$ cat src/rtl/noc_ni_local_if.sv
// Link bundle of the local network interface: PE request/write/read channels plus router TX/RX.
// The master modport is the NI side; the slave modport is the PE/router environment.
interface noc_ni_local_if;
    logic        pe_req_valid;
    logic        pe_req_ready;
    logic [3:0]  pe_req_dst;
    logic [11:0] pe_req_len;
    logic [27:0] pe_wdata;
    logic        pe_wvalid;
    logic        pe_wready;
    logic [31:0] TX;
    logic        RTS;
    logic        DCTS;
    logic [31:0] RX;
    logic        DRTS;
    logic        CTS;
    logic [27:0] pe_rdata;
    logic [2:0]  pe_rtype;
    logic [3:0]  pe_rsrc;
    logic        pe_rvalid;
    logic        pe_rready;

    modport master (
        input  pe_req_valid, pe_req_dst, pe_req_len, pe_wdata, pe_wvalid,
        input  DCTS, RX, DRTS, pe_rready,
        output pe_req_ready, pe_wready, TX, RTS, CTS,
        output pe_rdata, pe_rtype, pe_rsrc, pe_rvalid
    );

    modport slave (
        output pe_req_valid, pe_req_dst, pe_req_len, pe_wdata, pe_wvalid,
        output DCTS, RX, DRTS, pe_rready,
        input  pe_req_ready, pe_wready, TX, RTS, CTS,
        input  pe_rdata, pe_rtype, pe_rsrc, pe_rvalid
    );
endinterface

$ cat src/rtl/noc_ni_local.sv
// Local NoC network interface: packetises PE words into parity-protected flits and buffers inbound flits.
// Define NI_PARITY_CHECK_EN to count inbound parity errors in rx_err_cnt.
module noc_ni_local (
    input  logic               clk,
    input  logic               rst,
    input  logic [3:0]         cur_addr,
    noc_ni_local_if.master     bus,
    output logic [7:0]         rx_err_cnt
);
    typedef enum logic [1:0] {IDLE, HDR, PAY, GAP} tx_state_t;

    localparam logic [2:0] TYPE_HDR  = 3'b001;
    localparam logic [2:0] TYPE_BODY = 3'b010;
    localparam logic [2:0] TYPE_TAIL = 3'b100;

    function automatic logic parity_odd(input logic [31:0] flit);
        return ^flit;
    endfunction

    function automatic logic [31:0] make_flit(input logic [2:0] typ, input logic [27:0] body);
        return {typ, body, ^{typ, body}};
    endfunction

    tx_state_t   state_q, state_d;
    logic [11:0] len_q, len_d;
    logic [3:0]  dst_q, dst_d;
    logic [11:0] cnt_q, cnt_d;
    logic [31:0] tx_q, tx_d;
    logic        rts_q, rts_d;

    always_comb begin
        state_d = state_q;
        len_d   = len_q;
        dst_d   = dst_q;
        cnt_d   = cnt_q;
        tx_d    = tx_q;
        rts_d   = 1'b0;
        case (state_q)
            IDLE: begin
                if (bus.pe_req_valid) begin
                    dst_d   = bus.pe_req_dst;
                    len_d   = (bus.pe_req_len < 12'd2) ? 12'd2 : bus.pe_req_len;
                    state_d = HDR;
                end
            end
            HDR: begin
                if (bus.DCTS) begin
                    tx_d    = make_flit(TYPE_HDR, {len_q, dst_q, cur_addr, 8'h00});
                    cnt_d   = len_q - 12'd1;
                    rts_d   = 1'b1;
                    state_d = GAP;
                end
            end
            PAY: begin
                if (bus.DCTS && bus.pe_wvalid) begin
                    tx_d    = make_flit((cnt_q == 12'd1) ? TYPE_TAIL : TYPE_BODY, bus.pe_wdata);
                    cnt_d   = cnt_q - 12'd1;
                    rts_d   = 1'b1;
                    state_d = GAP;
                end
            end
            GAP: begin
                // One dead cycle after every launch keeps RTS a single-cycle pulse.
                state_d = (cnt_q != 12'd0) ? PAY : IDLE;
            end
            default: state_d = IDLE;
        endcase
    end

    always_ff @(posedge clk) begin
        if (rst) begin
            state_q <= IDLE;
            cnt_q   <= 12'd0;
            tx_q    <= 32'd0;
            rts_q   <= 1'b0;
        end else begin
            state_q <= state_d;
            cnt_q   <= cnt_d;
            tx_q    <= tx_d;
            rts_q   <= rts_d;
        end
    end

    always_ff @(posedge clk) begin
        len_q <= len_d;
        dst_q <= dst_d;
    end

    assign bus.pe_req_ready = (state_q == IDLE);
    assign bus.pe_wready    = (state_q == PAY) && bus.DCTS;
    assign bus.TX           = tx_q;
    assign bus.RTS          = rts_q;

    // Inbound FIFO stores flit bits [31:1]; the parity bit is only needed for checking.
    logic [30:0] fifo_mem [2];
    logic        wr_ptr, rd_ptr;
    logic [1:0]  occ;
    logic        pop, wr_en;
    logic [30:0] head;
    logic [3:0]  rsrc_q;

    assign head  = fifo_mem[rd_ptr];
    assign pop   = (occ != 2'd0) && bus.pe_rready;
    assign wr_en = bus.DRTS && ((occ != 2'd2) || pop);

    always_ff @(posedge clk) begin
        if (rst) begin
            wr_ptr <= 1'b0;
            rd_ptr <= 1'b0;
            occ    <= 2'd0;
            rsrc_q <= 4'd0;
        end else begin
            if (wr_en) wr_ptr <= ~wr_ptr;
            if (pop)   rd_ptr <= ~rd_ptr;
            occ <= occ + {1'b0, wr_en} - {1'b0, pop};
            if (pop && (head[30:28] == TYPE_HDR)) rsrc_q <= head[11:8];
        end
    end

    always_ff @(posedge clk) begin
        if (wr_en) fifo_mem[wr_ptr] <= bus.RX[31:1];
    end

    // Only an empty FIFO grants CTS, so a flit already in flight always has a slot.
    assign bus.CTS       = (occ == 2'd0);
    assign bus.pe_rvalid = (occ != 2'd0);
    assign bus.pe_rdata  = head[27:0];
    assign bus.pe_rtype  = head[30:28];
    assign bus.pe_rsrc   = rsrc_q;

`ifdef NI_PARITY_CHECK_EN
    logic [7:0] err_q;

    always_ff @(posedge clk) begin
        if (rst) begin
            err_q <= 8'd0;
        end else if (bus.DRTS && parity_odd(bus.RX) && (err_q != 8'hFF)) begin
            err_q <= err_q + 8'd1;
        end
    end

    assign rx_err_cnt = err_q;
`else
    logic unused_rx_parity;
    assign unused_rx_parity = bus.RX[0];
    assign rx_err_cnt       = 8'd0;
`endif
endmodule
$ cat src/flat_wrapper.sv
// flat-port wrapper written by rule: the top's interface ports become plain ports
module noc_ni_local_flat 
  (clk, rst, cur_addr, rx_err_cnt, bus_pe_req_valid, bus_pe_req_dst, bus_pe_req_len, bus_pe_wdata, bus_pe_wvalid, bus_DCTS, bus_RX, bus_DRTS, bus_pe_rready, bus_pe_req_ready, bus_pe_wready, bus_TX, bus_RTS, bus_CTS, bus_pe_rdata, bus_pe_rtype, bus_pe_rsrc, bus_pe_rvalid);
  noc_ni_local_if bus_i ();
  input  logic clk;
  input  logic rst;
  input  logic [3:0] cur_addr;
  output logic [7:0] rx_err_cnt;
  input wire logic [$bits(bus_i.pe_req_valid)-1:0] bus_pe_req_valid;
  input wire logic [$bits(bus_i.pe_req_dst)-1:0] bus_pe_req_dst;
  input wire logic [$bits(bus_i.pe_req_len)-1:0] bus_pe_req_len;
  input wire logic [$bits(bus_i.pe_wdata)-1:0] bus_pe_wdata;
  input wire logic [$bits(bus_i.pe_wvalid)-1:0] bus_pe_wvalid;
  input wire logic [$bits(bus_i.DCTS)-1:0] bus_DCTS;
  input wire logic [$bits(bus_i.RX)-1:0] bus_RX;
  input wire logic [$bits(bus_i.DRTS)-1:0] bus_DRTS;
  input wire logic [$bits(bus_i.pe_rready)-1:0] bus_pe_rready;
  output wire logic [$bits(bus_i.pe_req_ready)-1:0] bus_pe_req_ready;
  output wire logic [$bits(bus_i.pe_wready)-1:0] bus_pe_wready;
  output wire logic [$bits(bus_i.TX)-1:0] bus_TX;
  output wire logic [$bits(bus_i.RTS)-1:0] bus_RTS;
  output wire logic [$bits(bus_i.CTS)-1:0] bus_CTS;
  output wire logic [$bits(bus_i.pe_rdata)-1:0] bus_pe_rdata;
  output wire logic [$bits(bus_i.pe_rtype)-1:0] bus_pe_rtype;
  output wire logic [$bits(bus_i.pe_rsrc)-1:0] bus_pe_rsrc;
  output wire logic [$bits(bus_i.pe_rvalid)-1:0] bus_pe_rvalid;
  assign bus_i.pe_req_valid = bus_pe_req_valid;
  assign bus_i.pe_req_dst = bus_pe_req_dst;
  assign bus_i.pe_req_len = bus_pe_req_len;
  assign bus_i.pe_wdata = bus_pe_wdata;
  assign bus_i.pe_wvalid = bus_pe_wvalid;
  assign bus_i.DCTS = bus_DCTS;
  assign bus_i.RX = bus_RX;
  assign bus_i.DRTS = bus_DRTS;
  assign bus_i.pe_rready = bus_pe_rready;
  assign bus_pe_req_ready = bus_i.pe_req_ready;
  assign bus_pe_wready = bus_i.pe_wready;
  assign bus_TX = bus_i.TX;
  assign bus_RTS = bus_i.RTS;
  assign bus_CTS = bus_i.CTS;
  assign bus_pe_rdata = bus_i.pe_rdata;
  assign bus_pe_rtype = bus_i.pe_rtype;
  assign bus_pe_rsrc = bus_i.pe_rsrc;
  assign bus_pe_rvalid = bus_i.pe_rvalid;
  noc_ni_local u_core (.clk(clk), .rst(rst), .cur_addr(cur_addr), .bus(bus_i), .rx_err_cnt(rx_err_cnt));
endmodule
$ cat config.mk
export PLATFORM = sky130hd
export DESIGN_NAME = noc_ni_local_flat
export DESIGN_NICKNAME = d
export VERILOG_FILES = /design/src/rtl/noc_ni_local_if.sv /design/src/rtl/noc_ni_local.sv /design/src/flat_wrapper.sv
export SDC_FILE = /design/constraint.sdc
export NUM_CORES = 1
export LEC_CHECK = 0
export CORE_MARGIN = 2
export CORE_UTILIZATION = 53
export DETAILED_ROUTE_END_ITERATION = 6
export PLACE_DENSITY = 0.95
export REMOVE_ABC_BUFFERS = 1
export SLEW_MARGIN = 5
export SYNTH_ARGS = -nofsm -noshare
export SYNTH_HDL_FRONTEND = slang
export SYNTH_SLANG_ARGS = --single-unit
$ cat constraint.sdc
create_clock -name clk -period 3.75 [get_ports clk]
set_input_delay 0.75 -clock clk [delete_from_list [all_inputs] [get_ports clk]]
set_output_delay 0.75 -clock clk [all_outputs]
set_load 0.05 [all_outputs]
Yosys cells after proc, flatten, opt, wreduce, memory -nomap -nowiden. Memory sizes are Yosys's and may differ from the RTL's. A register that Yosys moved wholly into a read port is not among the register bits. Index checks and enable logic that the tools add are counted.

Register bits: 71. Bits in writable memories: 62. Input port bits: 87. Output and inout port bits: 80. Logic and storage cells: 62. Memories: 1.

Add/sub/neg operators: 4. Magnitude comparators: 1. Eq/ne operators: 9. Multiplexer cells: 19. Bitwise logic cells: 2. Reductions and logical operators: 16.

Memories: u_core.fifo_mem (words 2, width 31, read ports 1, clocked after Yosys merged registers in 1, wr ports 1, line noc_ni_local.sv:95) `logic [30:0] fifo_mem [2];`.

Operators by type and width (number): $mux W32 (2); $pmux W32 S2 (1); $reduce_xor A31 Y1 (2); $mux W12 (2); $pmux W12 S2 (1); $sub A12 B1 Y12 const B (2); $eq A12 B1 Y1 const B (1); $lt A12 B2 Y1 const B (1); $reduce_bool A12 Y1 (1); $mux W2 (4); $pmux W2 S4 (1); $mux W1 (6); $ne A2 B2 Y1 const B (3); $reduce_and A3 Y1 (2); $logic_and A1 B1 Y1 (5); $eq A2 B2 Y1 const B (2); $logic_not A2 Y1 (2); $reduce_bool A2 Y1 (2); $eq A3 B1 Y1 const B (1); $mux W3 (1); $add A2 B1 Y2 (1); $eq A2 B1 Y1 const B (1); $ne A2 B1 Y1 const B (1); $not A1 Y1 (2); other kinds (4) (4).

Longest topological paths before layout.
Word-level depth: 6. Mapped depth: 10. Mapped depth without buffers: 9.

Worst setup path after synthesis. OpenSTA, ideal clock, no wires.

Path kind: input port to flip-flop. From: in bus_DRTS. To: mem u_core.fifo_mem[0][0], enable pin. Library setup time: 423 ps. Arrival: 2368 ps. Required time: 3327 ps. Setup slack: 959 ps. Cell stages on the path: 2. Buffers on the path: 0. Path through: o31a_1 nor2b_1.

Word-level cells in the longest chain between the ends: 3.

RTL lines: start, declared (line flat_wrapper.sv:16) `input wire logic [$bits(bus_i.DRTS)-1:0] bus_DRTS;`; $logic_and A1 B1 Y1 (line noc_ni_local.sv:104) `assign wr_en = bus.DRTS && ((occ != 2'd2) || pop);`; $mux W1 (line noc_ni_local.sv:121) `if (wr_en) fifo_mem[wr_ptr] <= bus.RX[31:1];`; $mux W1 (not written as such) (line noc_ni_local.sv:121); end, declared (line noc_ni_local.sv:95).

No other way between the ends.

Final worst setup path.
From: in bus_DCTS. To: out bus_pe_wready.

Word-level cells in the longest chain between the ends: 1.

RTL lines: start, declared (line flat_wrapper.sv:14) `input wire logic [$bits(bus_i.DCTS)-1:0] bus_DCTS;`; $logic_and A1 B1 Y1 (line noc_ni_local.sv:90) `assign bus.pe_wready = (state_q == PAY) && bus.DCTS;`; end, declared (line flat_wrapper.sv:19) `output wire logic [$bits(bus_i.pe_wready)-1:0] bus_pe_wready;`.

No other way between the ends.

==> flow_summary_export.csv <==
group,metric,value,unit
run_status,status,"finished clean",
clock_network,cts_resized,0,
clock_network,cts_hold_buf,0,
layout,n_antenna_cell,0,
clock_network,cts_setup_buffers,0,
layout,fin_cells,825,
clock_network,clkTransAtPathRegs,0.06,ns
yosys,synth.largest_area_cell,"edfxtp_1",
power,p_int,3.685,mW
yosys,synth-seq-cells,134,
route,vias_per_cell,5.589,
die,fp.dieArea,12650,sq um
timing,fin_worst_skew,0.009089,ns
die,die_w,112.5,microns
clock_network,clock_latency,0.42,ns
worst_hold_path,hp-class,"flip-flop to flip-flop",
timing,max_freq,0.3312,GHz
route,drcViolationCount,0,
power,vdd_drop_max,0.8514,mV
timing,finalCritPeriodShare,80.51,%
clock_network,cts_buffers,17,
worst_setup_path,worstSetupStartpointType,"primary input",
power,power.share.clock,29.0,%
clock_network,cts_sinks,134,
grt,grt_start_max_net_pins,58,
worst_setup_path,cp_common_cell,"clkdlybuf4s50_1",
power,p_switching,2.143,mW
worst_setup_path,worstPathCellList,"clkdlybuf4s50_1, and2_1, clkdlybuf4s50_1",
route,final_antenna_net_count,0,
die,die_h,112.5,microns
die,initial_core_util,54.36,%
route,drt-total-wl,15900,microns
placement,placed_cells,793,
yosys,async_flop_share,0,%
yosys,yosysSeqAreaShare,55.56,%
placement,io_buffers,157,
yosys,avgSynthCellArea,11.92,sq um
power,combPwrFrac,38.1,%
worst_setup_path,cp-end-kind,"output port",
route,drt_iter0_markers,438,
yosys,synthMostInstantiatedCell,"edfxtp_1",
timing,slew_violations,0,
power,swShare,36.77,%
route,firstDrtPassIters,5,
worst_setup_path,r2r_slack,1.33,ns
grt,grt_pass1_vias,4696,
yosys,netlist_instances,523,
placement,gp_congestion,0.8685,
yosys,synth_edf_count,78,
yosys,syn_area,6233,sq um
clock_network,root_buffer,"clkbuf_16",
route,post_drt_wl_per_cell,19.27,microns
yosys,yosys_warnings,0,
worst_setup_path,cp.required,3.00,ns
worst_hold_path,hold_depth,2,
timing,fin_crit,3.019,ns
timing,relSlewSlack,50.80,%
yosys,synthDistinctLibCells,50,
timing,rsz0062_at_grt,"no",
worst_setup_path,worstPathArrival,2.27,ns
clock_network,cts_buffer_depth,2,
run,max-cap-violations,0,
timing,hold_viol_final,0,
timing,tightest_slew,0.7380,ns
timing,setup_tns,0,ns
timing,setup_viol,0,
grt,antenna_found_initial,0,
die,core.rowCount,39,
yosys,synth_top_area_share,37.58,%
die,core_area,11470,sq um
worst_setup_path,max_stage_delay,0.80,ns
layout,area_growth,35.37,%
layout,drive_above_1_share,11.88,%
die,ios,167,
yosys,ys_top_cells_by_count,"edfxtp_1, dfxtp_1, xnor2_1",
power,power.density,690.7,nW/um^2
clock_network,cts_tree,"yes",
yosys,synth_ff_type,"edfxtp_1",
placement,dpl.hpwl,11040,microns
worst_setup_path,ff2ff_path_depth,8,
power,seqPwrFrac,32.9,%
layout,fillers,671,
worst_setup_path,cp_slowest_cell,"clkdlybuf4s50_1",
yosys,yosys-top-cells-area,"edfxtp_1, dfxtp_1, xnor2_1, mux2_2, mux2i_1",
power,p_leak,2.983,nW
layout,nets,771,
grt,grt_use_total,24.90,%
worst_setup_path,crit_type,"primary input to output port",
route,vias,4611,
timing,hold-worst-slack,0.4540,ns
layout,final_core_util,73.58,%
grt,grt_pass1_wl,24320,microns
grt,overflow,0,
worst_setup_path,path_max_fanout,6,
clock_network,htree_levels,4,
final timing paths:
check / start / to
hold / removal: u_core.bus.TX[5] / u_core.bus.TX[5]
setup reg to reg: u_core.state_q[0] / u_core.bus.TX[13]
setup / recovery: bus_DCTS / bus_pe_wready
hold reg to reg: u_core.bus.TX[5] / u_core.bus.TX[5]
cells by family (layout without fill, tap and decap cells):
| logic type | after synthesis | in the layout | share of synthesized area [%] |
|---|---|---|---|
| flops | 134 | 134 | 55.56 |
| buf+inv | 63 | 215 | 4.958 |
| mux | 56 | 56 | 9.615 |
| compound gates | 80 | 80 | 8.450 |
| xor+xnor | 49 | 49 | 7.989 |
| other cells | 1 | 8 | 0.06016 |
| fa+ha+maj | 15 | 15 | 3.011 |
| simple gates | 125 | 125 | 10.36 |
worst max-delay path: cells and delay by family:
kind / cells / cell delay (ns)
buf+inv: 2 / 1.36
simple gates: 1 / 0.15
power groups by stage:
stage          Sequential [mW]  Clock (mW)  Combinational (mW)
6_report                  1.92        1.69                2.22
5_1_grt                   1.93        1.78                2.33
4_1_cts                   1.91        1.71                2.22
3_5_place_dp              1.94           0                2.20
3_3_place_gp              1.92           0                2.14
2_1_floorplan             2.17           0                1.24
layout make-up:
| class | instances | area, sq um | area share [%] |
|---|---|---|---|
| Multi-Input combinational cell | 333 | 2494 | 29.55 |
| Sequential cell | 134 | 3463 | 41.04 |
| Tap cell | 143 | 178.9 | 2.120 |
| Clock inverter | 14 | 173.9 | 2.061 |
| Inverter | 20 | 75.07 | 0.8897 |
| Timing Repair Buffer | 163 | 1624 | 19.25 |
| Clock buffer | 18 | 429.2 | 5.086 |
registers in the layout, indices dropped and copies added (netlist names), named ones only:
name                cells
u_core.bus.RTS          1
u_core.bus.TX          32
u_core.bus.pe_rsrc      4
u_core.cnt_q           12
u_core.dst_q            4
u_core.fifo_mem        62
u_core.len_q           12
u_core.occ              2
u_core.rd_ptr           1
u_core.state_q          2
u_core.wr_ptr           1
metal layers:
metal,vias up,routed length [microns],track usage (%)
li1,2148,-,-
met1,2205,6210,28.74
met4,0,355,7.724
met2,225,8169,44.46
met3,33,1163,7.559
met5,-,0,0
metrics by stage:
stage	total power, mW	worst slack, ns	cell area (sq um)
after global placement	4.057	0.7528	7835
final	5.829	0.7309	8438
after global routing	6.044	0.6635	8438
after CTS	5.846	0.7207	8438
after detailed placement	4.139	0.7361	7835
after floorplan	3.410	0.3006	6026
cells in the final DEF, fill, tap and decap left out, types with 8 or more instances in the layout:
cell type	n
edfxtp_1	78
nand2_1	28
conb_1	8
clkbuf_16	17
xnor2_1	42
mux2i_1	25
ha_1	14
clkdlybuf4s50_1	156
nor2_1	41
a21oi_1	27
inv_1	20
o21ai_0	9
nand3_1	13
a211oi_1	24
mux2_2	31
dfxtp_1	56
Power figures use the tool's default switching activity.
==> variant, RTL diff (config.mk and constraints unchanged) <==
The 4 states of `tx_state_t` get a one-hot encoding in 4 bits.
--- a/src/rtl/noc_ni_local.sv
+++ b/src/rtl/noc_ni_local.sv
@@ -9,3 +9,3 @@
 );
-    typedef enum logic [1:0] {IDLE, HDR, PAY, GAP} tx_state_t;
+    typedef enum logic [3:0] {IDLE = 4'b0001, HDR = 4'b0010, PAY = 4'b0100, GAP = 4'b1000} tx_state_t;
 
Behaviour: no difference found for any inputs over 4 cycles, from zero or initial values and one cycle with rst high; so few cycles prove little.
==> variant against the original RTL <==
- die area fell by 0.33%
- power fell by 17%
- synthesized area fell by 0.34%
- design area fell by 0.70%
- register-to-register slack improved by 210 ps
- routed wire length fell by 4.6%
- clock power fell by 4%
- fmax fell by 3.3%
- sequential cell count rose by 2
- setup slack got worse by 100 ps
- largest power group is now sequential cells
- highest routed layer unchanged
==> variant: results (changes against the original RTL) <==
Placed design
  • Port Buffers: 157 (unchanged)
  • Setup WS pre-CTS: 801 ps (+65.0 ps)
  • HPWL after DPL: 10300 um (-6.3%)
  • Global placer's final weighted congestion: 0.818 (-5.9%)

Global route
  • Largest net degree at the start of global routing: 61 (+5.2%)
  • First-pass GRT wire length: 24000 um (-1.5%)
  • GRT Total Usage: 0.241 (-0.00762)
  • Vias in the first global route: 4889 (+4.1%)
  • Initial antenna violation count: 0 (unchanged)

Worst hold path
  • Hold path start: u_core.bus.TX[29]$_SDFFE_PP0P_
  • Worst hold path type: reg2reg
  • Worst hold path endpoint: u_core.bus.TX[29]$_SDFFE_PP0P_

Detailed routing
  • 1st-pass router iterations: 6 (+1)
  • Iteration-0 DRC Markers: 622 (+42%)
  • Vias after detailed routing: 4826 (+4.7%)
  • Final WL: 15200 um (-4.6%)

Power
  • Worst VDD drop: 416 uV (-51%)
  • P_comb: 1.43 mW (-36%)
  • Internal Pwr Total: 3.29 mW (-11%)
  • P_leak: 2.99 nW (about the same)
  • Clk pwr share: 0.335 (+0.045)

Clock network
  • CTS resizes: 0 (unchanged)
  • H-tree levels: 4 (unchanged)
  • Setup Buffers After CTS: 0 (unchanged)
  • Total CTS buffers: 17 (unchanged)
  • Root Buffer: clkbuf_16

STA
  • Hold WS: 473 ps (+18.9 ps)
  • Setup Skew: 9.09 ps (+0.00236 ps)
  • Slew Limit Headroom: 0.450 (-0.0578)

Synthesis
  • Post-synthesis sequential area ratio: 0.564 (+0.00835)
  • Post-synth top cells: 78 x edfxtp_1, 58 x dfxtp_1, 56 x nor2_1
  • Distinct cells, synth: 55 (+10%)
  • Dominant cells by area after synthesis: edfxtp_1 38%, dfxtp_1 19%, mux2_2 5.6%

Cells and area
  • Largest register FFs: 62 (unchanged)
  • Layout cells sized above 1: 0.112 (-0.00671)
  • Nets: 790 (+2.5%)

Run status
  • Status: complete, no violations

Critical path
  • CP max FO: 22 (+16)
  • Worst r2r dst: u_core.bus.pe_rsrc[2]$_SDFFE_PP0P_
  • CP arrival: 2370 ps (+100 ps)
  • Worst reg2reg path depth: 4 (-4)
  • CP max-delay cell: clkdlybuf4s50_1
  • Max incr delay on CP: 700 ps (-100 ps)
  • Worst R2R Setup Slack: 1540 ps (+210 ps)
[variant: cell types whose count changed after synthesis, moves of 5 or more]
| cell | change |
|---|---|
| nand2_1 | +26 |
| a211oi_1 | -21 |
| mux2i_1 | -21 |
| a311oi_1 | +20 |
| nor2_1 | +15 |
| a22oi_1 | +9 |
| a21oi_1 | -8 |
| o21ai_0 | +7 |
| xor2_1 | +5 |
[variant: metrics by stage]
step	area [um^2]	utilization	total power, mW	cells
floorplan	5980	-	2.75	508
global placement	7800	0.683	3.19	816
detailed placement	7800	0.683	3.23	816
CTS	8380	0.734	4.85	848
global route	8380	0.734	5.01	848
finish	8380	0.734	4.83	848
[variant: logic make-up after synthesis]
group,synth area share
and+or+nand+nor,0.120
DFF,0.564
AOI/OAI and AO/OA,0.0949
buffers and inverters,0.0542
xor gates and xnor gates,0.0816
muxes,0.0626
adders and majority gates,0.0222
other,0.000604
[variant: how the worst max path moves through the flow]
stage                                      to  slack (ps)                            from
floorplan           u_core.dst_q[0]$_DFFE_PP_         590  u_core.state_q[1]$_SDFFE_PP0P_
global placement                bus_pe_wready         810                        bus_DCTS
detailed placement              bus_pe_wready         800                        bus_DCTS
CTS                          bus_pe_rdata[17]         600                            flop
global route                 bus_pe_rdata[17]         550                            flop
finish                       bus_pe_rdata[17]         630                            flop
[variant: layer usage]
metal	vias up	GRT usage	wire length [um]
li1	2228	-	-
met1	2302	0.285	6040
met2	258	0.422	7730
met3	38	0.0632	1040
met4	0	0.0951	356
met5	-	0	0
[variant: layout make-up]
type	instances	area (um^2)
Sequential cell	136	3500
Fill cell	735	3040
Multi-Input combinational cell	351	2400
Timing Repair Buffer	165	1640
Clock buffer	17	425
Tap cell	143	179
Clock inverter	15	153
Inverter	21	78.8
